===== config.mk =====
export PLATFORM = sky130hd
export DESIGN_NAME = we_task_sched
export DESIGN_NICKNAME = d
export VERILOG_FILES = /design/src/rtl/we_sched_pkg.sv /design/src/rtl/we_edge_det.sv /design/src/rtl/we_task_sched.sv
export SDC_FILE = /design/constraint.sdc
export NUM_CORES = 1
export LEC_CHECK = 0
export ABC_AREA = 1
export BUFFER_PORTS_ARGS = -buffer_cell sky130_fd_sc_hd__clkbuf_2
export CORE_MARGIN = 10
export CORE_UTILIZATION = 60
export DETAILED_ROUTE_END_ITERATION = 8
export HOLD_SLACK_MARGIN = 0.06
export PLACE_DENSITY = 0.82
export SLEW_MARGIN = 20
export SYNTH_ARGS = -nofsm -noshare
export SYNTH_HDL_FRONTEND = slang
export SYNTH_SLANG_ARGS = --single-unit
export TNS_END_PERCENT = 100

===== constraint.sdc =====
create_clock -name clk -period 4.4 [get_ports clk]
set_clock_uncertainty 0.1 [all_clocks]
set_input_delay 0.22 -clock clk [delete_from_list [all_inputs] [get_ports clk]]
set_output_delay 0.22 -clock clk [all_outputs]
set_load 0.005 [all_outputs]

===== src/rtl/we_sched_pkg.sv =====
// Shared state encoding, event indices and default widths for the WETOP
// run scheduler.
package we_sched_pkg;

    localparam int DEF_CNT_W = 16;
    localparam int DEF_TMR_W = 32;

    // Bit positions inside the status-input edge detector vector.
    localparam int EV_SPI  = 0;
    localparam int EV_TASK = 1;
    localparam int EV_FULL = 2;
    localparam int EV_W    = 3;

    typedef enum logic [2:0] {
        S_IDLE      = 3'd0,
        S_CFG       = 3'd1,
        S_WAIT_CFG  = 3'd2,
        S_TASK      = 3'd3,
        S_WAIT_TASK = 3'd4,
        S_FLIP      = 3'd5,
        S_GAP       = 3'd6,
        S_ERR       = 3'd7
    } sched_state_e;

endpackage


===== src/rtl/we_edge_det.sv =====
// Registered-history rising-edge detector; rise is combinational on the
// current level against the value seen on the previous clock.
module we_edge_det #(
    parameter int W = 1
) (
    input  logic         clk,
    input  logic         rst,
    input  logic [W-1:0] level,
    output logic [W-1:0] rise
);

    logic [W-1:0] level_prev;

    always_ff @(posedge clk) begin
        if (rst) begin
            level_prev <= '0;
        end else begin
            level_prev <= level;
        end
    end

    assign rise = level & ~level_prev;

endmodule


===== src/rtl/we_task_sched.sv =====
// Hardware run scheduler for WETOP: N runs of (config, task, flip) with an
// inter-run gap, a per-wait watchdog and FIFO-full event counting.
//
// state       | meaning
// ------------+------------------------------------------------------
// IDLE        | waiting for start; settings latched on accepted start
// CFG         | trigger_config pulse
// WAIT_CFG    | waiting for done_spi rise, watchdog running
// TASK        | trigger_task pulse
// WAIT_TASK   | waiting for done_task rise, watchdog running
// FLIP        | force_flip pulse after a run
// GAP         | inter-run gap countdown
// ERR         | watchdog expired; err_timeout set, back to IDLE
module we_task_sched
    import we_sched_pkg::*;
#(
    parameter int CNT_W = DEF_CNT_W,
    parameter int TMR_W = DEF_TMR_W
) (
    input  logic             clk,
    input  logic             rst,
    input  logic             start,
    input  logic             abort,
    input  logic [CNT_W-1:0] n_runs,
    input  logic [TMR_W-1:0] gap_cycles,
    input  logic [TMR_W-1:0] timeout_cycles,
    input  logic             cfg_every_run,
    input  logic             flip_every_run,
    input  logic             done_spi,
    input  logic             done_task,
    input  logic             full_ppfifo,
    output logic             trigger_config,
    output logic             trigger_task,
    output logic             force_flip,
    output logic             busy,
    output logic             seq_done,
    output logic             err_timeout,
    output logic             aborted,
    output logic [CNT_W-1:0] run_idx,
    output logic [CNT_W-1:0] ovf_cnt
);

    localparam logic [TMR_W-1:0] TMR_ONE = TMR_W'(1);
    localparam logic [CNT_W-1:0] CNT_ONE = CNT_W'(1);
    localparam logic [CNT_W-1:0] CNT_MAX = '1;

    sched_state_e     state;
    sched_state_e     state_nxt;
    logic [TMR_W-1:0] tmr;
    logic [TMR_W-1:0] tmr_nxt;
    logic [CNT_W-1:0] run_idx_nxt;
    logic             seq_done_nxt;
    logic             err_nxt;
    logic             aborted_nxt;

    logic [CNT_W-1:0] n_runs_q;
    logic [TMR_W-1:0] gap_q;
    logic [TMR_W-1:0] tmo_q;
    logic             cfg_every_q;
    logic             flip_every_q;

    logic [EV_W-1:0]  ev;
    logic             start_ok;
    logic             tmo_expired;

    we_edge_det #(
        .W (EV_W)
    ) u_edge_det (
        .clk   (clk),
        .rst   (rst),
        .level ({full_ppfifo, done_task, done_spi}),
        .rise  (ev)
    );

    assign start_ok    = (state == S_IDLE) && start;
    // The shared timer holds timeout-1 in the WAIT states, so zero means the
    // last permitted cycle has been reached.
    assign tmo_expired = (tmo_q != '0) && (tmr == '0);

    always_comb begin
        state_nxt    = state;
        tmr_nxt      = tmr;
        run_idx_nxt  = run_idx;
        seq_done_nxt = 1'b0;
        err_nxt      = err_timeout;
        aborted_nxt  = aborted;

        if (abort && (state != S_IDLE)) begin
            state_nxt   = S_IDLE;
            aborted_nxt = 1'b1;
        end else begin
            case (state)
                S_IDLE: begin
                    if (start) begin
                        run_idx_nxt = '0;
                        err_nxt     = 1'b0;
                        aborted_nxt = 1'b0;
                        if (n_runs == '0) begin
                            seq_done_nxt = 1'b1;
                        end else begin
                            state_nxt = S_CFG;
                        end
                    end
                end
                S_CFG: begin
                    state_nxt = S_WAIT_CFG;
                    tmr_nxt   = tmo_q - TMR_ONE;
                end
                S_WAIT_CFG: begin
                    if (ev[EV_SPI]) begin
                        state_nxt = S_TASK;
                    end else if (tmo_expired) begin
                        state_nxt = S_ERR;
                        err_nxt   = 1'b1;
                    end else begin
                        tmr_nxt = tmr - TMR_ONE;
                    end
                end
                S_TASK: begin
                    state_nxt = S_WAIT_TASK;
                    tmr_nxt   = tmo_q - TMR_ONE;
                end
                S_WAIT_TASK: begin
                    if (ev[EV_TASK]) begin
                        run_idx_nxt = run_idx + CNT_ONE;
                        if (flip_every_q) begin
                            state_nxt = S_FLIP;
                        end else if (run_idx_nxt < n_runs_q) begin
                            state_nxt = S_GAP;
                            tmr_nxt   = gap_q;
                        end else begin
                            state_nxt    = S_IDLE;
                            seq_done_nxt = 1'b1;
                        end
                    end else if (tmo_expired) begin
                        state_nxt = S_ERR;
                        err_nxt   = 1'b1;
                    end else begin
                        tmr_nxt = tmr - TMR_ONE;
                    end
                end
                S_FLIP: begin
                    if (run_idx < n_runs_q) begin
                        state_nxt = S_GAP;
                        tmr_nxt   = gap_q;
                    end else begin
                        state_nxt    = S_IDLE;
                        seq_done_nxt = 1'b1;
                    end
                end
                S_GAP: begin
                    if (tmr == '0) begin
                        state_nxt = cfg_every_q ? S_CFG : S_TASK;
                    end else begin
                        tmr_nxt = tmr - TMR_ONE;
                    end
                end
                S_ERR: begin
                    state_nxt = S_IDLE;
                end
                default: begin
                    state_nxt = S_IDLE;
                end
            endcase
        end
    end

    always_ff @(posedge clk) begin
        if (rst) begin
            state          <= S_IDLE;
            tmr            <= '0;
            n_runs_q       <= '0;
            gap_q          <= '0;
            tmo_q          <= '0;
            cfg_every_q    <= 1'b0;
            flip_every_q   <= 1'b0;
            trigger_config <= 1'b0;
            trigger_task   <= 1'b0;
            force_flip     <= 1'b0;
            busy           <= 1'b0;
            seq_done       <= 1'b0;
            err_timeout    <= 1'b0;
            aborted        <= 1'b0;
            run_idx        <= '0;
            ovf_cnt        <= '0;
        end else begin
            state          <= state_nxt;
            tmr            <= tmr_nxt;
            trigger_config <= (state_nxt == S_CFG);
            trigger_task   <= (state_nxt == S_TASK);
            force_flip     <= (state_nxt == S_FLIP);
            busy           <= (state_nxt != S_IDLE);
            seq_done       <= seq_done_nxt;
            err_timeout    <= err_nxt;
            aborted        <= aborted_nxt;
            run_idx        <= run_idx_nxt;

            if (start_ok) begin
                n_runs_q     <= n_runs;
                gap_q        <= gap_cycles;
                tmo_q        <= timeout_cycles;
                cfg_every_q  <= cfg_every_run;
                flip_every_q <= flip_every_run;
            end

            if (start_ok) begin
                ovf_cnt <= '0;
            end else if (busy && ev[EV_FULL] && (ovf_cnt != CNT_MAX)) begin
                ovf_cnt <= ovf_cnt + CNT_ONE;
            end
        end
    end

endmodule

==> results.json <==
{
  "synth_area_leaders": "dfxtp_1, nand2_1, nor2_1, a21oi_1, inv_1",
  "drtPass1Iterations": 6,
  "insertion_delay_ns": 0.43,
  "grt_pass1_wl_um": 53390,
  "ant_nets": 0,
  "cts_tree": "yes",
  "yosysSeqAreaShare_pct": 31.97,
  "final_hold_viol_count": 0,
  "gp_congestion": 0.9785,
  "fin_crit_ns": 3.903,
  "setup_violations": 0,
  "area_delta_synth_final_pct": 21.82,
  "power.density_nw_per_um2": 492.8,
  "yosys.cell_types.count": 38,
  "track_usage_pct": 29.31,
  "finalNetCount": 1894,
  "hpwlAfterDp_um": 21880,
  "synth.cell_area_sq_um": 9956,
  "final-max-slew-violation-count": 0,
  "postSynthCellCount": 1591,
  "cts.sinks": 159,
  "grt_pass1_vias": 10820,
  "clk_pin_slew_ns": 0.06,
  "n_antenna_cell": 0,
  "hold_class": "input port to flop",
  "die_y_um": 148.8,
  "routed_wl_um": 32690,
  "final_common_cell": "nand2_1",
  "avgRoutedWirePerCell_um": 16.32,
  "rsz0062_at_grt": "no",
  "synthArstFlopShare_pct": 0,
  "rows": 47,
  "cts-root-buf": "clkbuf_16",
  "nFillCells": 1283,
  "layout_common_cells": "nand2_1, nor2_1, inv_1, dfxtp_1, a21oi_1",
  "synth_nets": 1714,
  "antenna_found_initial": 0,
  "endpoint_kind": "flop",
  "die_width_um": 148.8,
  "relSlewSlack_pct": 24.12,
  "synth.avg_cell_area_sq_um": 6.258,
  "drtIter0Drc": 1194,
  "yosys_register_bits": 159,
  "vias": 11340,
  "io_pins": 128,
  "tightest_slew_ns": 1.134,
  "synth_top_cell_area_share_pct": 31.97,
  "yosys_warnings": 0,
  "status": "complete, no violations",
  "critical_path.startpoint_type": "flop",
  "cts_max_level": 4,
  "cap_violations": 0,
  "timing_worst_setup_path_type": "flop to flop",
  "fin_hold_ws_ns": 0.08022,
  "route.detailed.drc": 0,
  "ctsLongestPathBuffers": 2,
  "portBuffers": 127,
  "timing.setup.tns_ns": 0,
  "synth_edf_count": 0,
  "required_ns": 4.58,
  "drt-vias-per-instance": 5.664,
  "grt_start_max_net_pins": 128,
  "p_leak_nw": 5.715,
  "clock.fmax_ghz": 0.2562,
  "peakVddDrop_mv": 0.3800,
  "path_max_fanout": 55,
  "fin_crit_sh_pct": 88.71,
  "start_util_pct": 60.68,
  "yosysTopAreaCell": "dfxtp_1",
  "drive_gt1_share_pct": 11.22,
  "cts_buffers": 17,
  "core_sq_um": 16410,
  "ys.flop_type": "dfxtp_1",
  "cp.arrival_ns": 4.08,
  "die_area_sq_um": 22150,
  "grt_overflow": 0
}
[critical path: stages, from the launching register on]
cell and delay (ns):
dfxtp_1 0.46, nand3_1 0.18, nor2_1 0.19, nand2_1 0.13, nor2_1 0.14, nand3_1 0.12
nor3_1 0.20, xnor2_1 0.14, inv_1 0.07, ha_1 0.28, nand2_1 0.06, inv_1 0.03
o21ai_0 0.15, nand2_1 0.07, nor2_1 0.20, nand3_1 0.13, nand3_1 0.17, nand3_4 0.51
o21ai_1 0.36, nor2_1 0.06
[registers in the layout, summed over array words and instances (netlist names)]
register	flops
trigger_config	1
tmo_q	32
err_timeout	1
busy	1
state	3
tmr	32
gap_q	32
seq_done	1
aborted	1
flip_every_q	1
u_edge_det.level_prev	3
cfg_every_q	1
force_flip	1
trigger_task	1
ovf_cnt	16
n_runs_q	16
run_idx	16
[cells in the mapped netlist (8+ instances only)]
| library cell | n |
|---|---|
| ha_1 | 34 |
| nand3b_1 | 8 |
| nor4_1 | 8 |
| inv_2 | 8 |
| nand4_1 | 24 |
| dfxtp_1 | 159 |
| xor2_1 | 33 |
| buf_2 | 11 |
| a22oi_1 | 9 |
| nand2_1 | 375 |
| o21ai_0 | 128 |
| nor3_1 | 19 |
| nor2_1 | 224 |
| o22ai_1 | 9 |
| nand3_1 | 109 |
| nor2_2 | 11 |
| clkbuf_1 | 32 |
| inv_1 | 189 |
| a21oi_1 | 147 |
[worst paths after layout]
kind                                               from  slack [ns]  cells past startpoint                endpoint
worst min-delay path                 timeout_cycles[12]        0.08                      3  tmo_q[12]$_SDFFE_PP0P_
worst max-delay path            run_idx[2]$_SDFFE_PP0P_        0.50                     19     tmr[3]$_SDFFE_PP0P_
worst min register to register   gap_q[20]$_SDFFE_PP0P_        0.36                      2  gap_q[20]$_SDFFE_PP0P_
worst max register to register  run_idx[2]$_SDFFE_PP0P_        0.50                     19     tmr[3]$_SDFFE_PP0P_
[per-stage QoR]
step | instances | setup WS, ns | power, mW | area [sq um] | utilization [%]
floorplan | 1591 | 1.348 | 3.718 | 9956 | -
global placement | 1887 | 0.7328 | 4.168 | 10640 | 64.83
detailed placement | 1887 | 0.5769 | 4.216 | 10640 | 64.83
CTS | 2002 | 0.5724 | 5.891 | 12110 | 73.80
global route | 2003 | 0.1863 | 6.390 | 12130 | 73.92
finish | 2003 | 0.4967 | 5.976 | 12130 | 73.92
[logic make-up after synthesis]
kind of cell    share of synthesized area [%]
simple gates                            34.40
compound gates                          15.95
fa+ha+maj                               4.273
buf+inv                                 10.24
xor+xnor                                3.167
flops                                   31.97
[layer usage]
metal  wire (um)  part of all wire, %  GRT usage [%]  up-vias
li1            -                    -              -     5499
met1       12730                   39          34.09     5160
met2       15750                   48          50.29      583
met3        2756                  8.4          6.038      102
met4        1455                  4.5          14.47        0
met5           0                    0              0        -
[layout make-up]
cell class | instances | area, sq um | area share, %
well taps | 220 | 275.3 | 2.270
clock buffers | 22 | 474.2 | 3.910
flip-flops and latches | 159 | 3183 | 26.25
repair buffers | 217 | 1534 | 12.65
inverters | 197 | 739.5 | 6.097
clock inverters | 9 | 156.4 | 1.290
multi-input cells | 1179 | 5766 | 47.54
[power by group]
part           internal (mW)  leakage, nW  switching, mW
registers               1.67         1.31          0.195
logic                  0.824         4.11           1.68
clock network          0.994        0.299          0.614
[what timing repair did]
| action | in CTS | in global routing |
|---|---|---|
| buffers inserted | 0 | 0 |
| hold buffers | 84 | 0 |
| gates resized for setup | 0 | 0 |
| endpoints found under the hold margin | 84 | 0 |
Power figures use the tool's default switching activity.
